`config.mk`:
```
export PLATFORM = sky130hd
export DESIGN_NAME = pipe_hazard_ctrl
export DESIGN_NICKNAME = d
export VERILOG_FILES = /design/src/rtl/pipe_ctrl_pkg.sv /design/src/rtl/load_use_detect.sv /design/src/rtl/pipe_hazard_ctrl.sv
export SDC_FILE = /design/constraint.sdc
export NUM_CORES = 1
export LEC_CHECK = 0
export CAP_MARGIN = 25
export CORE_UTILIZATION = 49
export CTS_CLUSTER_DIAMETER = 100
export DETAILED_ROUTE_END_ITERATION = 8
export HOLD_SLACK_MARGIN = 0.02
export PLACE_DENSITY_LB_ADDON = 0.05
export REMOVE_ABC_BUFFERS = 1
export SETUP_SLACK_MARGIN = 0.15
export SLEW_MARGIN = 10
export SYNTH_ARGS = -nofsm -noshare
export SYNTH_HDL_FRONTEND = slang
export SYNTH_SLANG_ARGS = --single-unit
```
`constraint.sdc`:
```
create_clock -name clk -period 4.8 [get_ports clk]
set_input_delay 0.96 -clock clk [delete_from_list [all_inputs] [get_ports clk]]
set_output_delay 0.96 -clock clk [all_outputs]
set_load 0.005 [all_outputs]
```
`src/rtl/pipe_ctrl_pkg.sv`:
```
// Shared constants and types for the pipeline control unit and the latches it drives.
package pipe_ctrl_pkg;

    localparam logic [1:0] CTR_NORMAL = 2'b00;
    localparam logic [1:0] CTR_SQUASH = 2'b01;
    localparam logic [1:0] CTR_STALL  = 2'b10;

    typedef enum logic [0:0] {
        RUN = 1'b0,
        MC  = 1'b1
    } state_t;

    typedef struct packed {
        logic       pc_en;
        logic [1:0] ifid;
        logic [1:0] idex;
        logic [1:0] exmem;
        logic [1:0] memwb;
    } ctl_t;

    function automatic ctl_t ctl_pattern(input logic       pc_en,
                                         input logic [1:0] ifid,
                                         input logic [1:0] idex,
                                         input logic [1:0] exmem,
                                         input logic [1:0] memwb);
        ctl_t c;
        c.pc_en = pc_en;
        c.ifid  = ifid;
        c.idex  = idex;
        c.exmem = exmem;
        c.memwb = memwb;
        return c;
    endfunction

endpackage

```
`src/rtl/load_use_detect.sv`:
```
// Flags an ID-stage instruction that reads the destination of a load currently in EX.
module load_use_detect
    import pipe_ctrl_pkg::*;
#(
    parameter int REG_W = 5
) (
    input  logic [REG_W-1:0] id_rs1,
    input  logic [REG_W-1:0] id_rs2,
    input  logic             id_use_rs1,
    input  logic             id_use_rs2,
    input  logic             ex_is_load,
    input  logic [REG_W-1:0] ex_rd,
    output logic             hazard
);

    // x0 is hardwired zero, so a load targeting it never creates a dependency.
    always_comb begin
        hazard = ex_is_load && (ex_rd != {REG_W{1'b0}}) &&
                 ((id_use_rs1 && (id_rs1 == ex_rd)) ||
                  (id_use_rs2 && (id_rs2 == ex_rd)));
    end

endmodule

```
`src/rtl/pipe_hazard_ctrl.sv`:
```
// Central pipeline control: latch control codes, PC enable, multi-cycle EX sequencing
// and a stall-cycle performance counter.
module pipe_hazard_ctrl
    import pipe_ctrl_pkg::*;
#(
    parameter int MC_LAT = 4,
    parameter int REG_W  = 5
) (
    input  logic             clk,
    input  logic             rst,
    input  logic [REG_W-1:0] id_rs1,
    input  logic [REG_W-1:0] id_rs2,
    input  logic             id_use_rs1,
    input  logic             id_use_rs2,
    input  logic             ex_is_load,
    input  logic [REG_W-1:0] ex_rd,
    input  logic             ex_redirect,
    input  logic             ex_mc_start,
    input  logic             mem_busy,
    output logic             pc_en,
    output logic [1:0]       ifid_ctr,
    output logic [1:0]       idex_ctr,
    output logic [1:0]       exmem_ctr,
    output logic [1:0]       memwb_ctr,
    output logic             mc_done,
    output logic [31:0]      stall_cnt
);

    localparam int              CNT_W    = $clog2(MC_LAT);
    localparam logic [CNT_W-1:0] CNT_LOAD = CNT_W'(MC_LAT - 2);

    state_t           state_q, state_d;
    logic [CNT_W-1:0] cnt_q, cnt_d;
    logic [31:0]      stall_cnt_q, stall_cnt_d;

    logic load_use_s;
    logic mc_hold_s;
    logic mc_exit_s;
    logic mc_start_s;
    ctl_t ctl_s;

    load_use_detect #(.REG_W(REG_W)) u_load_use (
        .id_rs1     (id_rs1),
        .id_rs2     (id_rs2),
        .id_use_rs1 (id_use_rs1),
        .id_use_rs2 (id_use_rs2),
        .ex_is_load (ex_is_load),
        .ex_rd      (ex_rd),
        .hazard     (load_use_s)
    );

    // Priority mux, FSM next state and counter updates.
    always_comb begin
        mc_hold_s  = (state_q == MC) && (cnt_q != {CNT_W{1'b0}});
        mc_exit_s  = (state_q == MC) && (cnt_q == {CNT_W{1'b0}});
        // EX is still held on the exit cycle, so its start flag must not relaunch the op.
        mc_start_s = ex_mc_start && !mc_exit_s;

        state_d = state_q;
        cnt_d   = cnt_q;

        if (mem_busy) begin
            ctl_s = ctl_pattern(1'b0, CTR_STALL, CTR_STALL, CTR_STALL, CTR_SQUASH);
        end else if (mc_hold_s || mc_start_s) begin
            ctl_s = ctl_pattern(1'b0, CTR_STALL, CTR_STALL, CTR_SQUASH, CTR_NORMAL);
        end else if (ex_redirect) begin
            ctl_s = ctl_pattern(1'b1, CTR_SQUASH, CTR_SQUASH, CTR_NORMAL, CTR_NORMAL);
        end else if (load_use_s) begin
            ctl_s = ctl_pattern(1'b0, CTR_STALL, CTR_SQUASH, CTR_NORMAL, CTR_NORMAL);
        end else begin
            ctl_s = ctl_pattern(1'b1, CTR_NORMAL, CTR_NORMAL, CTR_NORMAL, CTR_NORMAL);
        end

        if (mc_hold_s) begin
            cnt_d = cnt_q - CNT_W'(1);
        end else if (mc_exit_s) begin
            state_d = mem_busy ? MC : RUN;
        end else if (!mem_busy && mc_start_s) begin
            state_d = MC;
            cnt_d   = CNT_LOAD;
        end else begin
            state_d = RUN;
        end

        if (rst) begin
            pc_en     = 1'b0;
            ifid_ctr  = CTR_NORMAL;
            idex_ctr  = CTR_NORMAL;
            exmem_ctr = CTR_NORMAL;
            memwb_ctr = CTR_NORMAL;
            mc_done   = 1'b0;
        end else begin
            pc_en     = ctl_s.pc_en;
            ifid_ctr  = ctl_s.ifid;
            idex_ctr  = ctl_s.idex;
            exmem_ctr = ctl_s.exmem;
            memwb_ctr = ctl_s.memwb;
            mc_done   = mc_exit_s;
        end

        stall_cnt_d = pc_en ? stall_cnt_q : (stall_cnt_q + 32'd1);
        stall_cnt   = stall_cnt_q;
    end

    // State, counter and performance-counter registers.
    always_ff @(posedge clk) begin
        if (rst) begin
            state_q     <= RUN;
            cnt_q       <= {CNT_W{1'b0}};
            stall_cnt_q <= 32'd0;
        end else begin
            state_q     <= state_d;
            cnt_q       <= cnt_d;
            stall_cnt_q <= stall_cnt_d;
        end
    end

endmodule

```
==> Yosys cells after proc, flatten, opt, wreduce, memory -nomap -nowiden <==
Cells that the tools add are included.
{ "word_totals": {"reg_bits": 35, "input_bits": 23, "elab_cells": 41} }
{ "classes": {"addsub": 2, "reduce_logical": 17, "n_eq_ne": 3, "n_mux": 16} }
{ "ops": {"columns": ["op", "n"], "rows": [
  ["two-way mux 9 bit", 4],
  ["adder 32 x 1 -> 32 bit (second input constant)", 1],
  ["two-way mux 2 bit", 7],
  ["== test 5 bit", 2],
  ["logical AND 1 bit", 8],
  ["two-way mux 1 bit", 5],
  ["nonzero test 5 bit", 1],
  ["nonzero test 2 bit", 2],
  ["logical NOT 1 bit", 2],
  ["logical NOT 2 bit", 1],
  ["logical OR 1 bit", 2],
  ["inequality test 2 bit (second input constant)", 1],
  ["AND reduction 2 bit", 1],
  ["subtractor 2 x 1 -> 2 bit (second input constant)", 1]
]} }

==> Depth between registers and ports, before layout <==
Gate-level depths: netlist of the first run.
{ "logic_depth": {"ltp_word": 9, "ltp_mapped": 10} }

==> By module <==
Synthesis of the first run repeated with hierarchy kept, for this count alone.
{ "unflattened": {"cells_unflattened": 227, "area_unflattened_um2": 1873.0} }
{ "modules_own_cells": {"columns": ["module", "area_each_um2", "cells_each", "seq_area_each_um2", "instances"], "rows": [
  ["pipe_hazard_ctrl", 1739.2, 210, 700.7, 1],
  ["load_use_detect", 133.9, 17, 0.0, 1]
]} }

==> Worst setup path after synthesis of the first run <==
No wires, ideal clock.
{ "synth_path": {"path_type": "input to output", "start": "input port ex_rd[0]", "end": "output port ifid_ctr[1]", "setup_slack_ps": 1862, "t_required_ps": 3840, "arrival_time_ps": 1978, "cell_stages": 5, "path_cell_list": "xnor2_1 nand4_1 o22a_1 or3_1 a21oi_1"} }
{ "synth_between": {"elab_chain_cells": 9, "word_cells_on_any_way": 13, "cone_classes": "2 x eq/ne; 5 x mux; 6 x reduce/logical"} }
{ "synth_lines": {"columns": ["element", "line_no", "source"], "rows": [
  ["start: declaration", "pipe_hazard_ctrl.sv:16", "input logic [REG_W-1:0] ex_rd,"],
  ["== test 5 bit (on tied branches)", "load_use_detect.sv:19, load_use_detect.sv:20", null],
  ["logical AND 1 bit (on tied branches)", "load_use_detect.sv:19, load_use_detect.sv:20", null],
  ["logical OR 1 bit", "load_use_detect.sv:19", "((id_use_rs1 && (id_rs1 == ex_rd)) ||"],
  ["logical AND 1 bit (*)", "load_use_detect.sv:18", "hazard = ex_is_load && (ex_rd != {REG_W{1'b0}}) &&"],
  ["two-way mux 9 bit (*)", "pipe_hazard_ctrl.sv:68", "end else if (load_use_s) begin"],
  ["two-way mux 9 bit (*)", "pipe_hazard_ctrl.sv:66", "end else if (ex_redirect) begin"],
  ["two-way mux 9 bit (*)", "pipe_hazard_ctrl.sv:64", "end else if (mc_hold_s || mc_start_s) begin"],
  ["two-way mux 9 bit (*)", "pipe_hazard_ctrl.sv:62", "if (mem_busy) begin"],
  ["two-way mux 2 bit (*)", "pipe_hazard_ctrl.sv:85", "if (rst) begin"],
  ["end: declaration", "pipe_hazard_ctrl.sv:21", "output logic [1:0] ifid_ctr,"]
]} }
Every way passes the cells marked *; elsewhere a longest branch is shown, timed or not.

==> Worst setup path in the final report of the first run <==
{ "layout_path": {"start": "input port ex_rd[1]", "end": "output port ifid_ctr[1]"} }
The elaborated chain is that of the path after synthesis.

==> flow_metrics.env, run 1 <==
export IMPL_numCtsBuffers=5
export IMPL_final_antenna_net_count=0
export IMPL_timing_critical_path_required_ns=3.84
export IMPL_synth_top_cells_by_count="dfxtp_1 (35), a21oi_1 (33), or3_1 (17)"
export IMPL_synth_largest_area_cell="dfxtp_1"
export IMPL_postCtsResizedCells=0
export IMPL_post_dp_hpwl_um=3210
export IMPL_cp_cell_sequence="clkdlybuf4s50_1 -> xnor2_1 -> nand4_1 -> o22a_1 -> or3_1 -> a21oi_1 -> clkdlybuf4s50_1"
export IMPL_fmax_ghz=0.248
export IMPL_fp_row_count=22
export IMPL_power_density_nw_per_um2=219
export IMPL_die_h_um=64.6
export IMPL_die_w_um=64.6
export IMPL_critPathKind="in2out"
export IMPL_worstSetupPathDepth=7
export IMPL_crit_path_frequent_cell="clkdlybuf4s50_1"
export IMPL_antenna_violations_before_repair=0
export IMPL_path_delay_family="buffers and inverters"
export IMPL_critical_path_buf_inv_count=2
export IMPL_grt_remaining_overflow=0
export IMPL_clock_sink_count=35
export IMPL_cts_reportedPaths_clkPinSlew_ns=0.07
export IMPL_finish_net_count=319
export IMPL_port_buffer_count=63
export IMPL_worstSkewPairLatency_ns=0.28
export IMPL_report_final_setup_viol=0
export IMPL_die_area_um2=4180
export IMPL_cts_post_setup_buffers_inserted=0
export IMPL_synthMostInstantiatedCell="dfxtp_1"
export IMPL_yosys_mux_area_fraction_pct=0.521
export IMPL_critical_path_slowest_cell="clkdlybuf4s50_1"
export IMPL_r2r_cells=9
export IMPL_start_kind="primary input"
export IMPL_synth_top_area_share_pct=36.5
export IMPL_cts_root_buf="clkbuf_8"
export IMPL_grt_setup_unrepaired="false"
export IMPL_route_detailed_vias_per_inst=5.66
export IMPL_synthSimpleGateAreaFrac_pct=28.5
export IMPL_yosys_area_share_xor_xnor_pct=5.47
export IMPL_main_combinational_cell_family_by_area_after_synthesis="simple AND/OR/NAND/NOR gates"
export IMPL_worstPathMaxFanout=3
export IMPL_fin_crit_ns=4.03
export IMPL_vias_in_the_first_global_route=1800
export IMPL_totalNegativeSetupSlack_ns=0
export IMPL_outcome="completed"
export IMPL_drt_pass1_iterations=4
export IMPL_synth_compound_gate_area_share_pct=22.3
export IMPL_crit_path_end="ifid_ctr[1]"
export IMPL_antenna_diode_count=0
export IMPL_seq_area_frac_synth_pct=36.5
export IMPL_floorplan_initialDensity_pct=51.7
export IMPL_first_iter_violations=88
export IMPL_dominantRegCellSynth="dfxtp_1"
export IMPL_postSynth_asyncResetShare_pct=0
export IMPL_power_mw=0.580
export IMPL_arrival_ns=3.07
export IMPL_globalRouteTotalUtil_pct=22.3
export IMPL_regToRegSetupSlack_ns=1.93
export IMPL_finalMaxSlewViolations=0
export IMPL_post_synth_main_area_contributors="dfxtp_1 (36%), a21oi_1 (8.6%), or3_1 (5.5%), xnor2_1 (5.5%), or4_1 (5.1%)"
export IMPL_ios=65
export IMPL_core_area_um2=3720
export IMPL_max_clock_path_buffers=2
export IMPL_place_gp_congestion=0.869
export IMPL_drc=0
export IMPL_synth_adder_area_share_pct=1.30
export IMPL_timing_final_hold_violations=0
export IMPL_relSlewSlack_pct=31.0
export IMPL_post_detailed_route_wirelength_per_cell_um=12.9
export IMPL_destination_of_the_worst_register_to_register_timing_path="stall_cnt[9]$_SDFFE_PP0N_"
export IMPL_area_delta_synth_final_pct=37.6
export IMPL_min_delay_worst_type="reg2reg"
export IMPL_power_leakage_nw=0.811
export IMPL_worst_r2r_startpoint="cnt_q[0]$_SDFFE_PP0P_"
export IMPL_max_cap_viol_count=0
export IMPL_number_of_synthesized_flops_with_an_enable_pin=0
export IMPL_drive_above_1_share_pct=5.76
export IMPL_cts_tree="done"
export IMPL_yosysWarnings=0
export IMPL_max_stage_delay_ns=0.55
export IMPL_postCtsHoldBufs=0
export IMPL_maximum_number_of_pins_on_one_net_before_global_route_repair=40
export IMPL_cts_htree_levels=2
export IMPL_wl_um=4420
export IMPL_post_synth_cell_types=43
export IMPL_transition_time_of_the_tightest_slew_check_pin_ns=1.04
export IMPL_power_ir_vdd_worst_uv=168
export IMPL_final_min_period_over_clock_period_pct=84.0
export IMPL_syn_area_um2=1920
export IMPL_syn_mean_instance_area_um2=8.21
export IMPL_worst_clock_skew_ns=0.00501
export IMPL_num_vias=1942
export IMPL_synth_seq_cells=35
export IMPL_worst_setup_path_end_kind="primary output"
export IMPL_timing_critical_path_from="ex_rd[1]"
export IMPL_grt_pass1_wl_um=7450
export IMPL_number_of_instances_in_the_synthesized_netlist=234
sequential cells by signal, indices dropped and copies added (netlist names):
signal and count:
cnt_q 2, stall_cnt 32, state_q 1
final cells by class:
cell class,instances,area [um2]
clock buffers,7,76.3
inverters,9,33.8
fillers,334,1070
flip-flops and latches,35,701
well taps,48,60.1
clock inverters,1,5.00
repair buffers,65,646
multi-input cells,178,1120
report_power, final:
| part | internal, mW | switching [mW] |
|---|---|---|
| Sequential | 0.296 | 0.00529 |
| Clock | 0.102 | 0.0985 |
| Combinational | 0.0462 | 0.0322 |
| Total | 0.444 | 0.136 |
through the flow:
step | std cells | utilization, % | instance area (um2) | setup slack [ns] | hold WS (ns)
after floorplan | 222 | - | 1850 | 1.64 | 0.432
after global placement | 335 | 69.0 | 2560 | 0.795 | 0.455
after detailed placement | 335 | 69.0 | 2560 | 0.763 | 0.464
after CTS | 343 | 71.1 | 2640 | 0.757 | 0.474
after global routing | 343 | 71.1 | 2640 | 0.656 | 0.513
final | 343 | 71.1 | 2640 | 0.767 | 0.478
how the worst min path moves through the flow:
stage | start | to | slack (ns) | depth (start not counted)
6_report | cnt_q[0]$_SDFFE_PP0P_ | cnt_q[0]$_SDFFE_PP0P_ | 0.48 | 1
5_1_grt | cnt_q[0]$_SDFFE_PP0P_ | cnt_q[0]$_SDFFE_PP0P_ | 0.51 | 1
4_1_cts | cnt_q[0]$_SDFFE_PP0P_ | cnt_q[0]$_SDFFE_PP0P_ | 0.47 | 1
3_5_place_dp | cnt_q[0]$_SDFFE_PP0P_ | cnt_q[0]$_SDFFE_PP0P_ | 0.46 | 1
3_3_place_gp | cnt_q[0]$_SDFFE_PP0P_ | cnt_q[0]$_SDFFE_PP0P_ | 0.46 | 1
2_1_floorplan | cnt_q[0]$_SDFFE_PP0P_ | cnt_q[0]$_SDFFE_PP0P_ | 0.43 | 1
metal layers:
metal,global-route usage [%],vias up,share of wire (%)
li1,-,989,-
met4,7.78,0,1.6
met3,5.11,9,4.1
met2,39.7,39,48
met5,0,-,0
met1,25.9,905,46
kinds of logic (layout without fill, tap and decap cells):
family | Yosys count | in the layout
compound gates | 71 | 71
xor+xnor | 12 | 12
fa+ha+maj | 2 | 2
buf+inv | 21 | 82
flops | 35 | 35
mux | 1 | 1
other cells | 1 | 1
simple gates | 91 | 91
layout by cell type (no fill, tap or decap), types with 2 or more instances in the layout:
cell type	n
xnor2_1	12
clkbuf_8	5
a21oi_1	32
and2_1	2
ha_1	2
o21ai_1	15
inv_1	9
or3_1	17
nand4_1	5
a211oi_1	2
dfxtp_1	35
and3_1	2
buf_4	2
nor2_1	12
o21a_1	2
or4_1	13
clkdlybuf4s50_1	63
o31ai_1	12
nand2_1	16
nand3_1	8
nor3_1	4
clkbuf_1	2
Power figures use the tool's default switching activity.
==> run 2: changes to the inputs <==
Settings changed: CORE_UTILIZATION 49 to 41.
Clock period 4.8 ns to 3.33 ns, I/O delays scaled along.
==> run 2 against run 1 <==
Effect of this change:
- the flow now finishes with violations (design-rule violations)
- non-clock buffer count increased by 5
- clock power increased by 57%
- power increased by 49%
- count of clock-buffer cells in the layout decreased by 1
- sequential share of layout area decreased by 0.64 points
- first-iteration DRC count increased by 15%
- worst hold slack got worse by 0.0037 ns
- clock skew increased by 0.00068 ns
- wire length increased by 0.95%
- combinational power increased by 45%
- worst setup slack got worse by 0.53 ns
- critical path type unchanged
- largest cell class unchanged
- largest power group unchanged
==> flow_metrics.env, run 2 (synthesis results as in run 1) <==
export IMPL_outcome="finished with violations"
export IMPL_failing_checks="design-rule violations"
export IMPL_mostFrequentLayoutCell="clkdlybuf4s50_1"
export IMPL_drive_above_1_share_pct=8.36
export IMPL_largest_register_ffs=32
export IMPL_wl_um=4460
export IMPL_hold_ws_ns=0.474
export IMPL_die_w_um=70.5
export IMPL_fin_crit_ns=3.10
export IMPL_die_area_um2=4970
export IMPL_place_area_um2=2620
export IMPL_regToRegSetupSlack_ns=1.10
export IMPL_placement_setup_worst_slack_ns=-0.115
export IMPL_num_vias=1949
export IMPL_finish_net_count=324
export IMPL_post_dp_hpwl_um=3290
export IMPL_floorplan_initialDensity_pct=43.2
export IMPL_finalMaxSlewViolations=0
export IMPL_final_antenna_net_count=0
export IMPL_mostFrequentLayoutCells="clkdlybuf4s50_1 (55), dfxtp_1 (35), a21oi_1 (31), or3_1 (17), nand2_1 (16)"
export IMPL_worst_clock_skew_ns=0.00568
export IMPL_cts_reportedPaths_clkPinSlew_ns=0.07
export IMPL_final_min_period_over_clock_period_pct=93.0
export IMPL_critPathKind="in2out"
export IMPL_power_ir_vdd_worst_uv=154
export IMPL_clock_sink_count=35
export IMPL_antenna_violations_before_repair=0
export IMPL_report_final_setup_viol=0
export IMPL_min_from="cnt_q[0]$_SDFFE_PP0P_"
export IMPL_worstSkewPairLatency_ns=0.28
export IMPL_drc=9
export IMPL_timing_critical_path_required_ns=2.66
export IMPL_globalRouteTotalUtil_pct=18.8
export IMPL_final_cell_area_um2=2710
export IMPL_ios=65
export IMPL_grt_pass1_wl_um=7560
export IMPL_cts_tree="done"
export IMPL_r2r_cells=9
export IMPL_min_delay_worst_type="reg2reg"
export IMPL_totalNegativeSetupSlack_ns=0
export IMPL_cts_htree_levels=2
export IMPL_grt_setup_unrepaired="true"
export IMPL_max_cap_viol_count=0
export IMPL_cts_root_buf="clkbuf_8"
export IMPL_postCtsHoldBufs=0
export IMPL_post_detailed_route_wirelength_per_cell_um=12.7
export IMPL_worst_r2r_startpoint="cnt_q[0]$_SDFFE_PP0P_"
export IMPL_power_leakage_nw=0.876
export IMPL_start_kind="primary input"
export IMPL_arrival_ns=2.43
export IMPL_fmax_ghz=0.323
export IMPL_area_delta_synth_final_pct=41.0
export IMPL_worst_hold_path_endpoint="cnt_q[0]$_SDFFE_PP0P_"
export IMPL_drt_pass1_iterations=6
export IMPL_worst_setup_path_end_kind="primary output"
export IMPL_place_gp_congestion=0.767
export IMPL_finalWorstSetupSlack_ns=0.233
export IMPL_first_iter_violations=101
export IMPL_port_buffer_count=63
export IMPL_timing_final_hold_violations=0
export IMPL_route_detailed_vias_per_inst=5.55
export IMPL_vias_in_the_first_global_route=1793
export IMPL_fp_row_count=24
export IMPL_max_clock_path_buffers=2
export IMPL_destination_of_the_worst_register_to_register_timing_path="stall_cnt[27]$_SDFFE_PP0N_"
export IMPL_worstPathMaxFanout=2
export IMPL_antenna_diode_count=0
export IMPL_core_area_um2=4440
export IMPL_power_density_nw_per_um2=318
export IMPL_min_path_cells=1
export IMPL_die_h_um=70.5
export IMPL_power_mw=0.861
export IMPL_numCtsBuffers=5
export IMPL_grt_remaining_overflow=0
export IMPL_maximum_number_of_pins_on_one_net_before_global_route_repair=40
## run 2: cell type report
cell class                 instances  area (um2)
multi-input combinational        178        1130
sequential                        35         701
inverter                           9        33.8
tap                               52        65.1
fill                             406        1740
clock buffer                       6        82.6
clock inverter                     1        5.00
timing repair buffer              70         689
## run 2: power breakdown
part | internal [mW] | switching (mW) | total, mW
clock | 0.162 | 0.151 | 0.313
combinational | 0.0657 | 0.0486 | 0.114
sequential | 0.426 | 0.00763 | 0.434
## run 2: through the flow
| stage | std cells | utilization, % |
|---|---|---|
| global route | 351 | 61.0 |
| floorplan | 222 | - |
| detailed placement | 344 | 58.9 |
| finish | 351 | 61.0 |
| CTS | 351 | 60.8 |
| global placement | 344 | 58.9 |
## run 2: worst max-delay path by stage
stage                         start  slack (ns)  cells after the start                          to
after floorplan            ex_rd[0]        0.46                      6  stall_cnt[25]$_SDFFE_PP0N_
after global placement     ex_rd[0]       -0.07                      7                 ifid_ctr[1]
after detailed placement   ex_rd[1]       -0.12                      7                 ifid_ctr[1]
after CTS                 id_rs2[0]        0.17                      8                 idex_ctr[0]
after global routing      id_rs2[1]        0.15                      7                       pc_en
final                     id_rs2[1]        0.23                      7                       pc_en
## run 2: what timing repair did
| action | 4_1_cts | 5_1_grt |
|---|---|---|
| pin swaps | 2 | 1 |
| resized for setup | 8 | 2 |
| setup endpoints to repair | 4 | 2 |
| buffers inserted | 0 | 0 |
## run 2: critical path, cell delays in order
cell,delay (ns)
clkdlybuf4s50_1,0.48
xnor2_1,0.12
nand4_1,0.13
o22a_1,0.23
or3_1,0.38
and2_1,0.17
dlygate4sd2_1,0.26
## run 2: per-layer routing
layer	vias up	routed length (um)	GRT usage [%]	share of wire [%]
li1	991	-	-	-
met1	897	2070	22.6	46
met2	56	2090	32.6	47
met3	5	254	4.33	5.7
met4	0	44	6.58	0.99
met5	-	0	0	0
==> run 3: changes to the inputs <==
==> constraint.sdc (replaced) <==
create_clock -name clk -period 3.33 [get_ports clk]
set_input_delay 0.666 -clock clk [delete_from_list [all_inputs] [get_ports clk]]
set_output_delay 0.666 -clock clk [all_outputs]
set_load 0.1 [all_outputs]
==> run 3 against run 2 <==
Effect of this change:
- the run still ends with design-rule violations left
- cell count unchanged
- count of clock-buffer cells in the layout is 1 lower
- power up 20%
- highest routed layer unchanged
==> flow_metrics.env, run 3 (synthesis results as in run 1) <==
export IMPL_cts_root_buf="clkbuf_8"
export IMPL_mostFrequentLayoutCell="buf_4"
export IMPL_fp_row_count=24
export IMPL_core_area_um2=4440
export IMPL_finish_net_count=323
export IMPL_combinational_group_share_of_total_power_pct=20.6
export IMPL_largest_register_ffs=32
export IMPL_outcome="finished with violations"
export IMPL_max_clock_path_buffers=2
export IMPL_power_mw=1.03
export IMPL_relSlewSlack_pct=51.1
export IMPL_antenna_diode_count=0
export IMPL_cts_htree_levels=2
export IMPL_post_detailed_route_wirelength_per_cell_um=13.2
export IMPL_post_dp_hpwl_um=3310
export IMPL_net_switching_power_mw=0.305
export IMPL_transition_time_of_the_tightest_slew_check_pin_ns=0.727
export IMPL_power_density_nw_per_um2=374
export IMPL_power_leakage_nw=1.01
export IMPL_placement_setup_worst_slack_ns=0.0668
export IMPL_worst_setup_path_end_kind="primary output"
export IMPL_final_antenna_net_count=0
export IMPL_critical_path_slowest_cell="clkdlybuf4s50_1"
export IMPL_timing_final_hold_violations=0
export IMPL_hold_ws_ns=0.490
export IMPL_finalCoreUtilization_pct=62.2
export IMPL_power_report_internal_total_mw=0.728
export IMPL_start_kind="primary input"
export IMPL_maximum_number_of_pins_on_one_net_before_global_route_repair=40
export IMPL_ios=65
export IMPL_post_layout_nonfiller_instances=351
export IMPL_antenna_violations_before_repair=0
export IMPL_final_min_period_over_clock_period_pct=92.7
export IMPL_mostFrequentLayoutCells="buf_4 (37), dfxtp_1 (35), a21oi_1 (31), clkdlybuf4s50_1 (17)"
export IMPL_postCtsHoldBufs=0
export IMPL_power_ir_vdd_worst_uv=260
export IMPL_drt_pass1_iterations=6
export IMPL_floorplan_initialDensity_pct=43.2
export IMPL_cts_tree="done"
export IMPL_finalMaxSlewViolations=0
export IMPL_totalNegativeSetupSlack_ns=0
export IMPL_worstPathMaxFanout=2
export IMPL_cp_cell_sequence="clkdlybuf4s50_1 -> xnor2_1 -> nand4_1 -> o22a_1 -> or3_4 -> a21oi_2 -> buf_12"
export IMPL_grt_pass1_wl_um=7780
export IMPL_numCtsBuffers=5
export IMPL_clock_sink_count=35
export IMPL_clock_power_share_pct=37.4
export IMPL_die_w_um=70.5
export IMPL_first_iter_violations=101
export IMPL_area_delta_synth_final_pct=43.9
export IMPL_worst_clock_skew_ns=0.00551
export IMPL_place_area_um2=2610
export IMPL_drive_above_1_share_pct=22.4
export IMPL_fin_crit_ns=3.09
export IMPL_wl_um=4630
export IMPL_grt_remaining_overflow=0
export IMPL_dp_cells=341
export IMPL_report_final_setup_viol=0
export IMPL_num_vias=1939
export IMPL_failing_checks="design-rule violations"
export IMPL_cts_reportedPaths_clkPinSlew_ns=0.08
export IMPL_sequentialPowerShare_pct=42.0
export IMPL_min_delay_worst_type="reg2reg"
export IMPL_drc=9
export IMPL_worstSkewPairLatency_ns=0.29
export IMPL_max_stage_delay_ns=0.48
export IMPL_die_area_um2=4970
export IMPL_arrival_ns=2.42
export IMPL_vias_in_the_first_global_route=1813
export IMPL_globalRouteTotalUtil_pct=19.5
export IMPL_max_cap_viol_count=0
export IMPL_finalWorstSetupSlack_ns=0.244
export IMPL_grt_setup_unrepaired="false"
export IMPL_die_h_um=70.5
export IMPL_route_detailed_vias_per_inst=5.52
export IMPL_final_cell_area_um2=2770
export IMPL_fmax_ghz=0.324
export IMPL_port_buffer_count=63
export IMPL_timing_critical_path_required_ns=2.66
export IMPL_place_gp_congestion=0.747
export IMPL_netSwitchingFraction_pct=29.5
export IMPL_critPathKind="in2out"
-- run 3: changes by cell type in the layout (fill, tap and decap cells not counted), moves of 4 or more --
cell	delta
buf_4	+31
dlymetal6s2s_1	+4
buf_12	+9
dlygate4sd2_1	-7
clkdlybuf4s50_1	-38
-- run 3: repair_timing --
action                                  in CTS  in global routing
endpoints found under the setup margin       1                  2
setup buffers                                1                  1
gates resized for setup                      1                  8
pin swaps                                    2                  2
-- run 3: worst paths after layout --
check                        start                    endpoint  slack, ns  cells past startpoint
min          cnt_q[0]$_SDFFE_PP0P_       cnt_q[0]$_SDFFE_PP0P_       0.49                      1
max reg2reg  cnt_q[0]$_SDFFE_PP0P_  stall_cnt[16]$_SDFFE_PP0N_       0.80                      9
min reg2reg  cnt_q[0]$_SDFFE_PP0P_       cnt_q[0]$_SDFFE_PP0P_       0.49                      1
max                      id_rs2[0]                 ifid_ctr[1]       0.24                      7
-- run 3: area by class of cell --
cell class              instances  area, um2
fillers                       407       1680
clock buffers                   5       68.8
repair buffers                 69        711
flip-flops and latches         35        701
well taps                      52       65.1
clock inverters                 3       43.8
inverters                       9       33.8
multi-input cells             178       1140
-- run 3: critical path: cells and delay by family --
family / cells / cell delay [ns]
buffers and inverters: 2 / 0.67
and+or+nand+nor: 2 / 0.52
AOI/OAI and AO/OA: 2 / 0.43
xor gates and xnor gates: 1 / 0.12
-- run 3: power by group through the flow --
| stage | clock network, mW | logic [mW] | registers [mW] |
|---|---|---|---|
| after floorplan | 0 | 0.0952 | 0.476 |
| after global placement | 0 | 0.210 | 0.444 |
| after detailed placement | 0 | 0.211 | 0.444 |
| after CTS | 0.396 | 0.213 | 0.434 |
| after global routing | 0.412 | 0.225 | 0.435 |
| final | 0.387 | 0.213 | 0.434 |
-- run 3: layer usage --
layer / vias to the layer above / track usage, % / wire length (um)
met5: - / 0 / 0
met4: 0 / 6.58 / 55
li1: 991 / - / -
met3: 5 / 5.77 / 259
met1: 891 / 24.0 / 2110
met2: 52 / 32.3 / 2210
